File: src/rtl/fp_pkg.sv
// Shared floating-point format defaults, derived constants and the divider FSM state type.
package fp_pkg;

  localparam int FP_EXP_WIDTH      = 8;
  localparam int FP_MANTISSA_WIDTH = 23;
  localparam int FP_BIAS           = 2**(FP_EXP_WIDTH-1) - 1;

  // Largest finite magnitude {exp = all-ones - 1, frac = all-ones}, sign excluded.
  localparam logic [FP_EXP_WIDTH+FP_MANTISSA_WIDTH-1:0] FP_MAX_MAG =
    {{(FP_EXP_WIDTH-1){1'b1}}, 1'b0, {FP_MANTISSA_WIDTH{1'b1}}};

  typedef enum logic [1:0] {
    IDLE,
    DIVIDE,
    NORMALIZE,
    DONE
  } fpd_state_t;

endpackage

File: src/rtl/fpd_mantissa_divider.sv
// Restoring divider for 1.fa / 1.fb: one quotient bit per step, MANTISSA_WIDTH+2 steps.
module fpd_mantissa_divider #(
  parameter int MANTISSA_WIDTH = 23
) (
  input  logic                      i_clk,
  input  logic                      i_rst,
  input  logic                      i_load,
  input  logic                      i_step,
  input  logic [MANTISSA_WIDTH:0]   i_dividend,
  input  logic [MANTISSA_WIDTH:0]   i_divisor,
  output logic [MANTISSA_WIDTH+1:0] o_quotient,
  output logic                      o_last
);

  localparam int M  = MANTISSA_WIDTH;
  localparam int CW = $clog2(M + 2);

  logic [M+1:0]  r_rem;
  logic [M+1:0]  r_quot;
  logic [M:0]    r_div;
  logic [CW-1:0] r_count;

  logic          w_ge;
  logic [M+1:0]  w_diff;

  // The remainder stays below twice the divisor, so its top bit is always
  // zero after a step and the left shift never loses information.
  always_comb begin
    w_ge   = (r_rem >= {1'b0, r_div});
    w_diff = r_rem - {1'b0, r_div};
  end

  always_ff @(posedge i_clk) begin
    if (i_rst) begin
      r_rem   <= '0;
      r_quot  <= '0;
      r_div   <= '0;
      r_count <= '0;
    end else if (i_load) begin
      r_rem   <= {1'b0, i_dividend};
      r_div   <= i_divisor;
      r_quot  <= '0;
      r_count <= '0;
    end else if (i_step) begin
      r_quot <= {r_quot[M:0], w_ge};
      r_rem  <= w_ge ? {w_diff[M:0], 1'b0} : {r_rem[M:0], 1'b0};
      if (!o_last) begin
        r_count <= r_count + CW'(1);
      end
    end
  end

  always_comb begin
    o_quotient = r_quot;
    o_last     = (r_count == CW'(M + 1));
  end

endmodule

File: src/rtl/fp_divider.sv
// Sequential floating-point divider: FSM, sign/exponent path, special cases and output registers.
module fp_divider
  import fp_pkg::*;
#(
  parameter int EXP_WIDTH      = FP_EXP_WIDTH,
  parameter int MANTISSA_WIDTH = FP_MANTISSA_WIDTH
) (
  input  logic                                clk_in,
  input  logic                                rst_in,
  input  logic                                start_in,
  input  logic [EXP_WIDTH+MANTISSA_WIDTH:0]   a_in,
  input  logic [EXP_WIDTH+MANTISSA_WIDTH:0]   b_in,
  output logic [EXP_WIDTH+MANTISSA_WIDTH:0]   fpd_out,
  output logic                                overflow_out,
  output logic                                underflow_out,
  output logic                                div_by_zero_out,
  output logic                                busy_out,
  output logic                                done_out
);

  localparam int M   = MANTISSA_WIDTH;
  localparam int W   = 1 + EXP_WIDTH + M;
  localparam int EW2 = EXP_WIDTH + 2;
  localparam logic signed [EW2-1:0] BIAS = EW2'(2**(EXP_WIDTH-1) - 1);
  localparam logic signed [EW2-1:0] EMAX = EW2'(2**EXP_WIDTH - 1);
  localparam logic [W-2:0] MAX_MAG = {{(EXP_WIDTH-1){1'b1}}, 1'b0, {M{1'b1}}};

  fpd_state_t r_state, w_next;

  logic                 r_sign;
  logic [EXP_WIDTH-1:0] r_ea;
  logic [EXP_WIDTH-1:0] r_eb;

  logic [W-1:0] r_fpd;
  logic         r_ovf;
  logic         r_unf;
  logic         r_dbz;

  logic         w_load;
  logic         w_step;
  logic         w_last;
  logic [M+1:0] w_quot;

  logic signed [EW2-1:0] w_exp_raw;
  logic signed [EW2-1:0] w_exp;
  logic [M-1:0]          w_frac;
  logic [W-1:0]          w_res;
  logic                  w_ovf;
  logic                  w_unf;
  logic                  w_dbz;

  always_comb begin
    w_load = (r_state == IDLE) && start_in;
    w_step = (r_state == DIVIDE);
  end

  fpd_mantissa_divider #(
    .MANTISSA_WIDTH(M)
  ) u_mant (
    .i_clk      (clk_in),
    .i_rst      (rst_in),
    .i_load     (w_load),
    .i_step     (w_step),
    .i_dividend ({1'b1, a_in[M-1:0]}),
    .i_divisor  ({1'b1, b_in[M-1:0]}),
    .o_quotient (w_quot),
    .o_last     (w_last)
  );

  always_ff @(posedge clk_in) begin
    if (rst_in) begin
      r_state <= IDLE;
    end else begin
      r_state <= w_next;
    end
  end

  always_comb begin
    w_next = r_state;
    unique case (r_state)
      IDLE:      if (start_in) w_next = DIVIDE;
      DIVIDE:    if (w_last)   w_next = NORMALIZE;
      NORMALIZE: w_next = DONE;
      DONE:      w_next = IDLE;
      default:   w_next = IDLE;
    endcase
  end

  always_ff @(posedge clk_in) begin
    if (rst_in) begin
      r_sign <= 1'b0;
      r_ea   <= '0;
      r_eb   <= '0;
    end else if (w_load) begin
      r_sign <= a_in[W-1] ^ b_in[W-1];
      r_ea   <= a_in[W-2:M];
      r_eb   <= b_in[W-2:M];
    end
  end

  // Quotient lies in (0.5, 2): a clear integer bit means one extra shift and
  // the fraction is taken one position lower, with the exponent decremented.
  always_comb begin
    w_exp_raw = $signed({2'b00, r_ea}) - $signed({2'b00, r_eb}) + BIAS;
    if (w_quot[M+1]) begin
      w_exp  = w_exp_raw;
      w_frac = w_quot[M:1];
    end else begin
      w_exp  = w_exp_raw - EW2'(1);
      w_frac = w_quot[M-1:0];
    end
  end

  always_comb begin
    w_res = '0;
    w_ovf = 1'b0;
    w_unf = 1'b0;
    w_dbz = 1'b0;
    if (r_eb == '0) begin
      w_dbz = 1'b1;
      w_res = {r_sign, MAX_MAG};
    end else if (r_ea == '0) begin
      w_res = {r_sign, {(W-1){1'b0}}};
    end else if (w_exp >= EMAX) begin
      w_ovf = 1'b1;
      w_res = {r_sign, MAX_MAG};
    end else if (w_exp[EW2-1] || (w_exp == '0)) begin
      w_unf = 1'b1;
      w_res = {r_sign, {(W-1){1'b0}}};
    end else begin
      w_res = {r_sign, w_exp[EXP_WIDTH-1:0], w_frac};
    end
  end

  always_ff @(posedge clk_in) begin
    if (rst_in) begin
      r_fpd <= '0;
      r_ovf <= 1'b0;
      r_unf <= 1'b0;
      r_dbz <= 1'b0;
    end else if (r_state == NORMALIZE) begin
      r_fpd <= w_res;
      r_ovf <= w_ovf;
      r_unf <= w_unf;
      r_dbz <= w_dbz;
    end
  end

  always_comb begin
    fpd_out         = r_fpd;
    overflow_out    = r_ovf;
    underflow_out   = r_unf;
    div_by_zero_out = r_dbz;
    busy_out        = (r_state != IDLE);
    done_out        = (r_state == DONE);
  end

endmodule

File: config.mk
export PLATFORM = sky130hd
export DESIGN_NAME = fp_divider
export DESIGN_NICKNAME = d
export VERILOG_FILES = /design/src/rtl/fp_pkg.sv /design/src/rtl/fpd_mantissa_divider.sv /design/src/rtl/fp_divider.sv
export SDC_FILE = /design/constraint.sdc
export NUM_CORES = 1
export LEC_CHECK = 0
export CAP_MARGIN = 20
export CORE_ASPECT_RATIO = 2
export CORE_MARGIN = 1.5
export CORE_UTILIZATION = 45
export CTS_BUF_LIST = sky130_fd_sc_hd__clkbuf_8
export DETAILED_ROUTE_END_ITERATION = 8
export MAX_ROUTING_LAYER = met4
export PLACE_DENSITY = 0.7
export SETUP_SLACK_MARGIN = 0.15
export SKIP_CTS_REPAIR_TIMING = 1
export SLEW_MARGIN = 15
export SYNTH_ARGS = -nofsm -noshare
export SYNTH_HDL_FRONTEND = slang
export SYNTH_SLANG_ARGS = --single-unit
File: constraint.sdc
create_clock -name clk_in -period 3.65 [get_ports clk_in]
set_clock_uncertainty 0.2 [all_clocks]
set_input_delay 0.73 -clock clk_in [delete_from_list [all_inputs] [get_ports clk_in]]
set_output_delay 0.73 -clock clk_in [all_outputs]
set_load 0.01 [all_outputs]
Word-level counts from Yosys, hierarchy flattened. Index checks and enable logic that the tools add are counted.

$add $sub $neg: 5. Order comparisons: 2. Equal/unequal tests: 6. Mux-type cells: 20. Bitwise operators: 2. Reduce and logical (&&, ||, !) cells: 11.

Operator list (number): 2-to-1 mux 31 bit (4); 2-to-1 mux 24 bit (2); greater-or-equal comparator 25 x 24 -> 1 bit (1); 2-to-1 mux 25 bit (1); subtractor 24 bit (1); 2-to-1 mux 23 bit (1); logical NOT 8 bit (2); adder 9 x 8 -> 10 bit (second input constant) (1); greater-or-equal comparator 10 x 9 -> 1 bit (second input constant) (1); logical NOT 10 bit (1); 2-to-1 mux 10 bit (1); subtractor 10 x 2 -> 10 bit (second input constant) (1); subtractor 8 x 8 -> 9 bit (1); 2-to-1 mux 1 bit (8); case mux 2 bit (4 select lines) (1); adder 5 x 1 -> 5 bit (second input constant) (1); == test 5 bit (second input constant) (1); == test 2 bit (second input constant) (2); 2-to-1 mux 2 bit (2); != test 2 bit (second input constant) (2); AND reduction 2 bit (2); nonzero test 2 bit (2); == test 2 x 1 -> 1 bit (second input constant) (1); logical NOT 2 bit (1); other kinds (5) (5).

Register bits after elaboration: 133. Input bits: 67. Output and inout port bits: 37.

Logic depth before layout (Yosys ltp).
Depth after elaboration: 10. Mapped depth: 15.

Modules after synthesis. A second synthesis with hierarchy kept.

Cells, all modules: 928. Area total of the unflattened synthesis: 8164.1 µm².

By module, submodules not included: fpd_mantissa_divider (instances 1, cells each 529, area an instance 4629.4 µm²); fp_divider (instances 1, cells each 399, area an instance 3534.6 µm²).

Worst setup path after synthesis. OpenSTA, ideal clock, no wires.

Path type: flip-flop to flip-flop. Start point: register r_ea[0]. End point: register r_fpd[3], in the netlist fpd_out[3]. Library setup time: 0.140 ns. Arrival: 3.319 ns. Data required time: 3.310 ns. Slack: -0.009 ns. Stages on the path, launching flop included: 16. Buffers on the path: 1. Cells stage by stage: dfxtp_1 > inv_1 > ha_1 > inv_1 > fa_1 > inv_1 > ha_1 > xor3_2 > xnor2_1 > nand2_1 > o22ai_1 > or3b_2 > or4b_4 > o21ai_4 > buf_6 > o211ai_1.

Word-level cells in the longest chain between the ends: 10. Elaborated cells between the ends (all ways): 12. Those cells by class: add/sub (3); order compare (1); mux (5); reduce/logical (3).

Ends and longest elaborated chain: start: declaration (line fp_divider.sv:31) `logic [EXP_WIDTH-1:0] r_ea;`; start signal: assignment (line fp_divider.sv:96) `r_ea <= a_in[W-2:M];`; parallel branches: the longest is 8 deep, another holds adder 9 x 8 -> 10 bit; 2-to-1 mux 31 bit (*) (line fp_divider.sv:122) `end else if (r_ea == '0) begin`; 2-to-1 mux 31 bit (*) (line fp_divider.sv:119) `if (r_eb == '0) begin`; end signal: assignment (line fp_divider.sv:142) `r_fpd <= w_res;`; end: declaration (line fp_divider.sv:34) `logic [W-1:0] r_fpd;`.

Mark *: on every way between the ends. A chain may end at the register's enable or synchronous reset.

Final worst setup path.
Start point: register r_ea[0]. End point: register r_fpd[14], in the netlist fpd_out[14].

Same word-level chain as after synthesis.

==> results.sh <==
export IMPL_syn_nets=1127
export IMPL_grtUsageTotal_pct=24.9
export IMPL_syn_mean_instance_area_um2=7.89
export IMPL_ys_seq_area_share_pct=33.2
export IMPL_fin_crit_ns=3.66
export IMPL_cts_inserted_buffers=17
export IMPL_yosysTopAreaCellShare_pct=33.2
export IMPL_nFillCells=1645
export IMPL_final_setup_viol_count=7
export IMPL_rsz0062_at_grt="yes"
export IMPL_netlist_top_cells_count="nand2_1 (159), a21oi_1 (133), dfxtp_1 (133)"
export IMPL_synth_distinct_cells=74
export IMPL_final_cells=1333
export IMPL_status="complete, but fails checks"
export IMPL_p_per_area_mw_per_mm2=1020
export IMPL_worstPathMaxFanout=23
export IMPL_hp_class="reg -> reg"
export IMPL_finalWeightedCongestion=0.901
export IMPL_drt_first_iter_violations=316
export IMPL_post_route_period_util_pct=100
export IMPL_use_met3_pct=3.93
export IMPL_drtAntennaViolNets=0
export IMPL_finalNetCount=1220
export IMPL_worst_pin_slew_ns=0.831
export IMPL_drc_errors=0
export IMPL_areaGrowthSynthToFinish_pct=24.5
export IMPL_yosys_register_bits=133
export IMPL_insertion_delay_ns=0.47
export IMPL_drt_first_pass_iters=4
export IMPL_yosysWarnings=0
export IMPL_async_reset_ff_share_pct=0
export IMPL_clock_path_buffers=2
export IMPL_synthCells=1017
export IMPL_htreeDepth=4
export IMPL_vias=7613
export IMPL_fmax_mhz=273
export IMPL_crit_type="reg -> reg"
export IMPL_grt_busiest_layer="met2"
export IMPL_synth_fa_ha_area_share_pct=6.89
export IMPL_antenna_found_initial=0
export IMPL_path_clk_slew_ns=0.09
export IMPL_grt_pass1_vias=7548
export IMPL_die_x_um=97.4
export IMPL_cts_tree="done"
export IMPL_synth_edf_count=0
export IMPL_wl_per_cell_um=17.1
export IMPL_yosys_area_share_simple_pct=18.9
export IMPL_violations="setup timing"
export IMPL_cp_start_kind="flip-flop"
export IMPL_critPathRequiredTime_ns=3.79
export IMPL_hold_viol=0
export IMPL_path_cells="inv_2 > ha_4 > inv_2 > fa_1 > inv_2 > ha_4 > xor3_2 > xnor2_1 > nand2_1 > o22ai_1 > or3b_4 > or4b_4 > o21ai_4 > buf_12 > o211ai_1"
export IMPL_grt_remaining_overflow=0
export IMPL_path_delay_family="simple AND/OR/NAND/NOR gates"
export IMPL_syn_area_mm2=0.00802
export IMPL_dpl_hpwl_um=15600
export IMPL_relSlewSlack_pct=44.6
export IMPL_drv_slew=0
export IMPL_wl_um=22900
export IMPL_use_met2_pct=46.3
export IMPL_clock_sinks=133
export IMPL_synth_most_common_cell="nand2_1"
export IMPL_num_antenna_cells=0
export IMPL_cp_arrival_ns=3.80
export IMPL_die_height_um=192
export IMPL_met1_usage_pct=25.4
export IMPL_ir_drop_mv=0.722
export IMPL_synth_xor_xnor_area_share_pct=3.82
export IMPL_core_area_mm2=0.0174
export IMPL_critPathSlowestCell="or4b_4"
export IMPL_setup_ws_ns=-0.0103
export IMPL_synth_top_family_by_area="compound AO/OA/AOI/OAI gates"
export IMPL_grt_start_max_net_pins=99
export IMPL_synth_top_cell_by_area="dfxtp_1"
export IMPL_die_area_mm2=0.0187
export IMPL_viasPerCell=5.71
export IMPL_num_rows=68
export IMPL_io_buffers=103
export IMPL_grt_first_pass_wirelength_um=36800
export IMPL_boundaryPins=104
export IMPL_layout_drive_gt1_share_pct=10.1
export IMPL_initial_core_util_pct=46.2
export IMPL_ys_top_cells_by_area="dfxtp_1 (33%), a21oi_1 (8.3%), nand2_1 (7.4%)"
export IMPL_maxCapViolCount=0
export IMPL_synthMuxAreaShare_pct=6.64
export IMPL_cpPeakStageDelay_ns=0.51
export IMPL_leakagePower_nw=3.71
export IMPL_timing_critical_path_mode_cell="inv_2"
export IMPL_synth_ff_type="dfxtp_1"
export IMPL_synth_compound_area_share_pct=24.1
export IMPL_place_inst=1291
export IMPL_power_mw=10.2
export IMPL_critPathCaptureType="flip-flop"
export IMPL_cp_num_buf_inv=4
export IMPL_clock_root_buffer="clkbuf_8"
[metrics by stage]
step / setup slack [ns] / hold WS, ns / util (%) / cell area [µm²] / TNS, ns
detailed placement: -0.0433 / 0.246 / 53.7 / 9330 / -0.719
finish: -0.0103 / 0.257 / 57.5 / 9980 / -0.0342
global placement: 0.0130 / 0.244 / 53.7 / 9330 / 0
CTS: -0.0580 / 0.259 / 56.1 / 9740 / -1.07
floorplan: 0.136 / 0.236 / - / 8040 / 0
global route: -0.107 / 0.269 / 57.5 / 9980 / -2.08
[where the power goes]
| part | total, mW | leakage, nW | internal (mW) | switching [mW] |
|---|---|---|---|---|
| registers | 2.13 | 1.09 | 1.84 | 0.286 |
| logic | 6.76 | 2.43 | 2.91 | 3.85 |
| clock network | 1.31 | 0.203 | 0.593 | 0.713 |
| total | 10.2 | 3.71 | 5.34 | 4.85 |
[final timing paths]
check                   startpoint          endpoint  slack (ns)  cells after the start
hold / removal    u_mant.r_div[22]  u_mant.r_div[22]        0.26                      2
setup / recovery           r_ea[0]       fpd_out[14]       -0.01                     15
setup reg to reg           r_ea[0]       fpd_out[14]       -0.01                     15
hold reg to reg   u_mant.r_div[22]  u_mant.r_div[22]        0.26                      2
[tightest hold or removal path: cells and delay by family, from the launching register on]
kind,cells,cell delay (ns)
compound gates,1,0.05
simple gates,1,0.05
flops,1,0.32
[placed cells by master (no fill, tap or decap), drive strengths merged, types with 6 or more instances in the layout]
cell type / instances
a211oi: 18
a21o: 12
a21oi: 133
a31oi: 8
buf: 36
clkbuf: 20
clkdlybuf4s50: 102
dfxtp: 133
ha: 41
inv: 67
mux2i: 52
nand2: 159
nand2b: 8
nand3: 13
nand3b: 6
nand4: 10
nor2: 76
nor2b: 8
nor3: 20
nor4: 10
o211ai: 30
o21a: 9
o21ai: 26
o31a: 6
o31ai: 8
or3: 6
xnor2: 19
xor2: 11
[cell families after synthesis]
kind of cell / Yosys count
and+or+nand+nor: 336
AOI/OAI and AO/OA: 297
DFF: 133
buffers and inverters: 125
muxes: 52
adders and majority gates: 43
xor gates and xnor gates: 31
[metal layers]
| metal | wire [µm] | share of wire (%) |
|---|---|---|
| met5 | 0 | 0 |
| met4 | 758 | 3.3 |
| met1 | 8520 | 37 |
| met2 | 12600 | 55 |
| met3 | 960 | 4.2 |
[sequential cells by signal, summed over array words and instances (netlist names)]
| signal | cells |
|---|---|
| r_state | 2 |
| overflow_out | 1 |
| u_mant.o_quotient | 25 |
| r_sign | 1 |
| u_mant.r_div | 24 |
| u_mant.r_count | 5 |
| fpd_out | 32 |
| underflow_out | 1 |
| r_ea | 8 |
| div_by_zero_out | 1 |
| r_eb | 8 |
| u_mant.r_rem | 25 |
[cell type report]
cell class | count | area (µm²) | share of cell area (%)
timing repair buffer | 140 | 1430 | 14.3
tap | 210 | 263 | 2.63
sequential | 133 | 2670 | 26.7
clock buffer | 18 | 248 | 2.48
multi-input combinational | 759 | 5000 | 50.1
inverter | 59 | 221 | 2.22
clock inverter | 14 | 161 | 1.62
No activity file was read; power rests on OpenSTA's default activity.
